**config.mk**
```make
export PLATFORM = sky130hd
export DESIGN_NAME = spmv_fp_mul_pipe
export DESIGN_NICKNAME = d
export VERILOG_FILES = /design/src/rtl/spmv_fp_mul_pipe.sv
export SDC_FILE = /design/constraint.sdc
export NUM_CORES = 1
export LEC_CHECK = 0
export CAP_MARGIN = 20
export CORE_ASPECT_RATIO = 0.7
export CORE_UTILIZATION = 39
export CTS_CLUSTER_SIZE = 10
export DETAILED_ROUTE_END_ITERATION = 8
export GPL_ROUTABILITY_DRIVEN = 1
export HOLD_SLACK_MARGIN = 0.12
export PLACE_DENSITY_LB_ADDON = 0.12
export SYNTH_ARGS = -nofsm -noshare
export SYNTH_HDL_FRONTEND = slang
export SYNTH_SLANG_ARGS = --single-unit
```
**constraint.sdc**
```tcl
create_clock -name i_clk -period 3.8 [get_ports i_clk]
set_input_delay 1.14 -clock i_clk [delete_from_list [all_inputs] [get_ports i_clk]]
set_output_delay 1.14 -clock i_clk [all_outputs]
set_load 0.03 [all_outputs]
```
**src/rtl/spmv_fp_mul_pipe.sv**
```systemverilog
// Three-stage IEEE-754-style multiplier for the SpMV datapath. Normalises and
// rounds to nearest even, handles special values, carries a tag and stalls on backpressure.
module spmv_fp_mul_pipe #(
  parameter int EXP_W = 5,
  parameter int MAN_W = 10,
  parameter int TAG_W = 8,
  localparam int W    = 1 + EXP_W + MAN_W
) (
  input  logic             i_clk,
  input  logic             i_rstn,
  input  logic             i_valid,
  output logic             o_ready,
  input  logic [W-1:0]     i_vector,
  input  logic [W-1:0]     i_value,
  input  logic [TAG_W-1:0] i_tag,
  output logic             o_valid,
  input  logic             i_ready,
  output logic [W-1:0]     o_result,
  output logic [TAG_W-1:0] o_tag,
  output logic [3:0]       o_flags
);

  localparam int PW = 2 * MAN_W + 2;
  localparam int EW = EXP_W + 2;
  localparam logic signed [EW-1:0] BIAS_E = EW'(2 ** (EXP_W - 1) - 1);
  localparam logic signed [EW-1:0] EMAX_E = EW'(2 ** EXP_W - 1);
  localparam logic signed [EW-1:0] ONE_E  = EW'(1);
  localparam logic signed [EW-1:0] ZERO_E = '0;

  // Returns {carry, mantissa}; a carry means the mantissa wrapped to zero.
  function automatic logic [MAN_W:0] round_rne(input logic [MAN_W-1:0] man,
                                               input logic guard, input logic sticky);
    logic inc;
    inc = guard & (sticky | man[0]);
    return {1'b0, man} + {{MAN_W{1'b0}}, inc};
  endfunction

  // Returns {flags, word} with special-value priority and exponent saturation.
  function automatic logic [W+3:0] pack_result(input logic sign, input logic signed [EW-1:0] exp,
                                               input logic [MAN_W-1:0] man, input logic nan,
                                               input logic inf, input logic zero,
                                               input logic inexact);
    if (nan)
      return {4'b1000, 1'b0, {EXP_W{1'b1}}, 1'b1, {(MAN_W-1){1'b0}}};
    else if (inf)
      return {4'b0000, sign, {EXP_W{1'b1}}, {MAN_W{1'b0}}};
    else if (zero)
      return {4'b0000, sign, {EXP_W{1'b0}}, {MAN_W{1'b0}}};
    else if (exp >= EMAX_E)
      return {4'b0110, sign, {EXP_W{1'b1}}, {MAN_W{1'b0}}};
    else if (exp <= ZERO_E)
      return {4'b0011, sign, {EXP_W{1'b0}}, {MAN_W{1'b0}}};
    else
      return {3'b000, inexact, sign, exp[EXP_W-1:0], man};
  endfunction

  logic en;
  assign en      = !o_valid | i_ready;
  assign o_ready = en;

  // Stage 1: classify, sign, exponent sum, full significand product
  logic                    sign_a, sign_b;
  logic [EXP_W-1:0]        exp_a, exp_b;
  logic [MAN_W-1:0]        man_a, man_b;
  logic                    zero_a, zero_b, inf_a, inf_b, nan_a, nan_b;
  logic signed [EW-1:0]    exp_sum;
  logic [PW-1:0]           prod;

  assign sign_a = i_vector[W-1];
  assign sign_b = i_value[W-1];
  assign exp_a  = i_vector[W-2 -: EXP_W];
  assign exp_b  = i_value[W-2 -: EXP_W];
  assign man_a  = i_vector[MAN_W-1:0];
  assign man_b  = i_value[MAN_W-1:0];
  assign zero_a = (exp_a == '0);
  assign zero_b = (exp_b == '0);
  assign inf_a  = (&exp_a) && (man_a == '0);
  assign inf_b  = (&exp_b) && (man_b == '0);
  assign nan_a  = (&exp_a) && (man_a != '0);
  assign nan_b  = (&exp_b) && (man_b != '0);
  assign exp_sum = $signed({2'b00, exp_a}) + $signed({2'b00, exp_b}) - BIAS_E;
  assign prod    = {1'b1, man_a} * {1'b1, man_b};

  logic                 vld_p1, sign_p1, nan_p1, inf_p1, zero_p1;
  logic signed [EW-1:0] exp_p1;
  logic [PW-1:0]        prod_p1;
  logic [TAG_W-1:0]     tag_p1;

  always_ff @(posedge i_clk) begin
    if (en && i_valid) begin
      sign_p1 <= sign_a ^ sign_b;
      exp_p1  <= exp_sum;
      prod_p1 <= prod;
      nan_p1  <= nan_a | nan_b | (inf_a & zero_b) | (zero_a & inf_b);
      inf_p1  <= inf_a | inf_b;
      zero_p1 <= zero_a | zero_b;
      tag_p1  <= i_tag;
    end
  end

  // Stage 2: normalise, guard/sticky, round to nearest even
  logic [PW-2:0]        prod_n;
  logic signed [EW-1:0] exp_n;
  logic                 guard, sticky;
  logic [MAN_W:0]       rnd;

  assign prod_n = prod_p1[PW-1] ? prod_p1[PW-2:0] : {prod_p1[PW-3:0], 1'b0};
  assign exp_n  = prod_p1[PW-1] ? exp_p1 + ONE_E : exp_p1;
  assign guard  = prod_n[PW-2-MAN_W];
  assign sticky = |prod_n[PW-3-MAN_W:0];
  assign rnd    = round_rne(prod_n[PW-2 -: MAN_W], guard, sticky);

  logic                 vld_p2, sign_p2, nan_p2, inf_p2, zero_p2, inexact_p2;
  logic signed [EW-1:0] exp_p2;
  logic [MAN_W-1:0]     man_p2;
  logic [TAG_W-1:0]     tag_p2;

  always_ff @(posedge i_clk) begin
    if (en && vld_p1) begin
      sign_p2    <= sign_p1;
      exp_p2     <= rnd[MAN_W] ? exp_n + ONE_E : exp_n;
      man_p2     <= rnd[MAN_W-1:0];
      inexact_p2 <= guard | sticky;
      nan_p2     <= nan_p1;
      inf_p2     <= inf_p1;
      zero_p2    <= zero_p1;
      tag_p2     <= tag_p1;
    end
  end

  // Stage 3: exponent range checks, special override, pack
  logic [W+3:0] packed_p2;
  assign packed_p2 = pack_result(sign_p2, exp_p2, man_p2, nan_p2, inf_p2, zero_p2, inexact_p2);

  always_ff @(posedge i_clk or negedge i_rstn) begin
    if (!i_rstn) begin
      vld_p1   <= 1'b0;
      vld_p2   <= 1'b0;
      o_valid  <= 1'b0;
      o_result <= '0;
      o_tag    <= '0;
      o_flags  <= '0;
    end else if (en) begin
      vld_p1  <= i_valid;
      vld_p2  <= vld_p1;
      o_valid <= vld_p2;
      if (vld_p2) begin
        o_result <= packed_p2[W-1:0];
        o_flags  <= packed_p2[W+3:W];
        o_tag    <= tag_p2;
      end
    end
  end

endmodule

```
==> results.md <==
- Outcome: finished, violations left
- Failing checks: DRC, setup timing
- Hold Crit Class: reg -> reg
- Share of layout cells above drive strength 1: 33.9%
- Psw: 4170 uW
- Top_reg_cell synth: edfxtp_1
- Initial antenna violation count: 0
- DRT iter0 DRCs: 299
- Most common cell after layout, fill and taps aside: buf_4
- Area fraction in compound gates after synthesis: 8.59%
- Detailed-route wire length: 19600 um
- Clock transition at the registers of the reported paths: around 0.070 ns
- Worst skew pair latency: 0.34 ns
- Peak supply drop: 0.740 mV
- Fin. Hold Viols: 0
- Die footprint: 0.0226 sq mm
- Async SR Flop Fraction: 30.4%
- Die Wd: 179 um
- Largest net degree at the start of global routing: 32
- R2R Setup Slk: around 1.3 ns
- CP Class: in -> reg
- First-pass GRT wire length: between 30000 and 40000 um
- Initial Util: 40.6%
- Drt first pass iters: 6
- Clock tree buffer depth: 2
- Power Density: 842 mW/mm^2
- H-tree levels: 3
- Worst EP required: approximately 3.9 ns
- Synth Cell Area: roughly 0.0086 sq mm
- Max-cap violations: 0
- P&R area growth vs syn: 39.2%
- Fmax: 191 MHz
- Place WS: -2.37 ns
- Switch share: 41.5%
- CTS tree: yes
- Ports: 74
- Synth Net Count: 1033
- CTS Root Cell: clkbuf_16
- Hold slack: around 0.42 ns
- Reg power frac: about a fifth
- Via count: 6372
- Die H: 126 um
- Clock Power Share: 8.9%
- Slew @ Worst Pin: 0.716 ns
- Commonest cells after routing, fill and taps aside: buf_4, inv_1, nand2_1
- Largest family of logic cells by synthesized area: adder cells
- Core footprint: 0.0211 sq mm
- CP Cell Sequence: buf_8 -> buf_8 -> nand2_4 -> fa_1 -> inv_2 -> fa_2 -> fa_2 -> fa_1 -> inv_2 -> fa_1 -> inv_2 -> ha_4 -> and4_4 -> nand2_4 -> a21oi_4 -> buf_6 -> o41ai_4 -> nand4b_1 -> o311a_1
- Seq/Total Area, Yosys: 33.9%
- Mapped Avg Cell Area: 10.2 sq um
- Num rows: 44
- Comb pwr share: 71.7%
- IO Port Bufs: 73
- CP Data Arrival Time: 5.34 ns
- Final setup violation count: 17
- GP Congestion: 0.836
- Slowest stage delay, CP: 0.57 ns
- Final worst slack: -1.45 ns
- Final nets: 1248
- DR WL/cell: 14.7 um
- Crit-path max FO: 5
- Slowest cell on crit path: fa_2
- CTS buffer count: 9
- Internal Power: between 5000 and 6000 uW
- RSZ-0062 raised after global routing: yes
- Simple-Gate Fraction of Synth Area: 15.5%
- Ys Warns: 0
- Drt drc: 2
- Seq cells post-synth: just over 100
- Vias in the first global route: 6433
- Mean number of vias per cell: 4.78
- Synth Area in Adders: between 20 and 30%
- Final clock skew: 0.00801 ns
- EDFF count, synth: 71
- Hpwl dp: 15300 um
- Static Leak: approximately 0.0054 uW
- Startpoint Class: primary input
- Post-route antenna net violation count: 0
- Syn Inst Count: between 800 and 900
- N_diodes: 0
- CTS Sinks: roughly 100
- Fin crit period: 5.25 ns
- Multiplexer share of the synthesized area: 1.12%
- XOR/XNOR share of the synthesized area: 4.09%
- GRT overflow: 0
- All-Layer GR Usage: 18.6%
- Worst setup EP type: register
- Count of unique library cells instantiated by Yosys: 64
- Tcrit/Tclk final: 138%
- Max Slew Vio Count: 0
- Slew headroom: 52.2%
- CTS hold repair buffers: 0
==> cell families after synthesis <==
| family | Yosys count |
|---|---|
| AND/OR/NAND/NOR | 265 |
| adder cells (fa/ha/maj) | 152 |
| XOR/XNOR | 40 |
| multiplexers | 9 |
| buffers and inverters | 167 |
| flip-flops | 102 |
| AO/OA/AOI/OAI | 102 |
==> power by group through the flow <==
stage / logic (uW) / registers (uW) / clock network (uW)
2_1_floorplan: 3590 / 2090 / 0
3_3_place_gp: 5760 / 1980 / 0
3_5_place_dp: 5750 / 1980 / 0
4_1_cts: 6300 / 1960 / 913
5_1_grt: 7920 / 2010 / 967
6_report: 7200 / 1960 / 890
==> through the flow <==
stage	area (sq um)	utilization, %	instances	power, uW	setup TNS, ns
4_1_cts	11400	53.9	1315	9180	-21.58
6_report	11900	56.5	1333	10100	-20.11
5_1_grt	11900	56.5	1333	10900	-22.13
3_5_place_dp	10700	50.4	1274	7730	-35.82
3_3_place_gp	10700	50.4	1274	7730	-35.27
2_1_floorplan	9030	-	837	5680	-19.59
==> layout make-up <==
class                      count  area (sq um)
clock buffer                  10           239
clock inverter                 6          53.8
fill                        1841          9200
inverter                     135           517
multi-input combinational    568          5700
sequential                   102          2910
tap                          276           345
timing repair buffer         236          2180
==> synthesized netlist by cell type (all sizes together) (9+ instances only) <==
library cell / count / area share [%]
dfrtp: 31 / 9.0
xor2: 13 / 1.3
a21oi: 36 / 2.4
nand3: 20 / 1.2
o21ai: 23 / 1.3
edfxtp: 71 / 25
and2: 45 / 3.3
a22o: 9 / 0.92
ha: 71 / 10
nor2: 37 / 1.7
inv: 135 / 5.9
clkbuf: 26 / 1.1
fa: 81 / 19
nand2: 116 / 5.2
xnor2: 27 / 2.8
==> sequential cells by signal (all words and copies together) (netlist names), 4 cells and up <==
register	flops
o_tag	8
exp_p1	7
man_p2	10
tag_p1	8
tag_p2	8
o_flags	4
exp_p2	7
prod_p1	22
o_result	16
==> metal layers <==
layer	vias to the layer above	part of all wire (%)	GRT usage (%)
li1	3165	-	-
met1	3092	54	30.3
met2	105	42	26.3
met3	10	3.7	2.81
met4	0	0.53	2.47
met5	-	0	0
==> final timing paths <==
path	startpoint	endpoint	cells past startpoint
hold reg to reg	tag_p1[0]	tag_p2[0]	0
max in group asynchronous	i_rstn	o_flags[3]	2
min in group asynchronous	i_rstn	o_valid	2
hold / removal	tag_p1[0]	tag_p2[0]	0
setup reg to reg	prod_p1[21]	exp_p2[5]	9
setup / recovery	i_vector[3]	prod_p1[19]	19
==> worst max-delay path, delay by kind of cell <==
| family | cells | cell delay [ns] |
|---|---|---|
| adders and majority gates | 6 | 2.84 |
| buffers and inverters | 6 | 0.47 |
| and+or+nand+nor | 4 | 0.45 |
| AOI/OAI and AO/OA | 3 | 0.45 |
==> repair_timing <==
item | in CTS | in global routing
pin swaps | 62 | 67
setup buffers | 25 | 25
cloned | 2 | 0
endpoints found under the hold margin | 0 | 0
endpoints found under the setup margin | 18 | 18
resized for setup | 150 | 123
No activity file was read; power rests on OpenSTA's default activity.
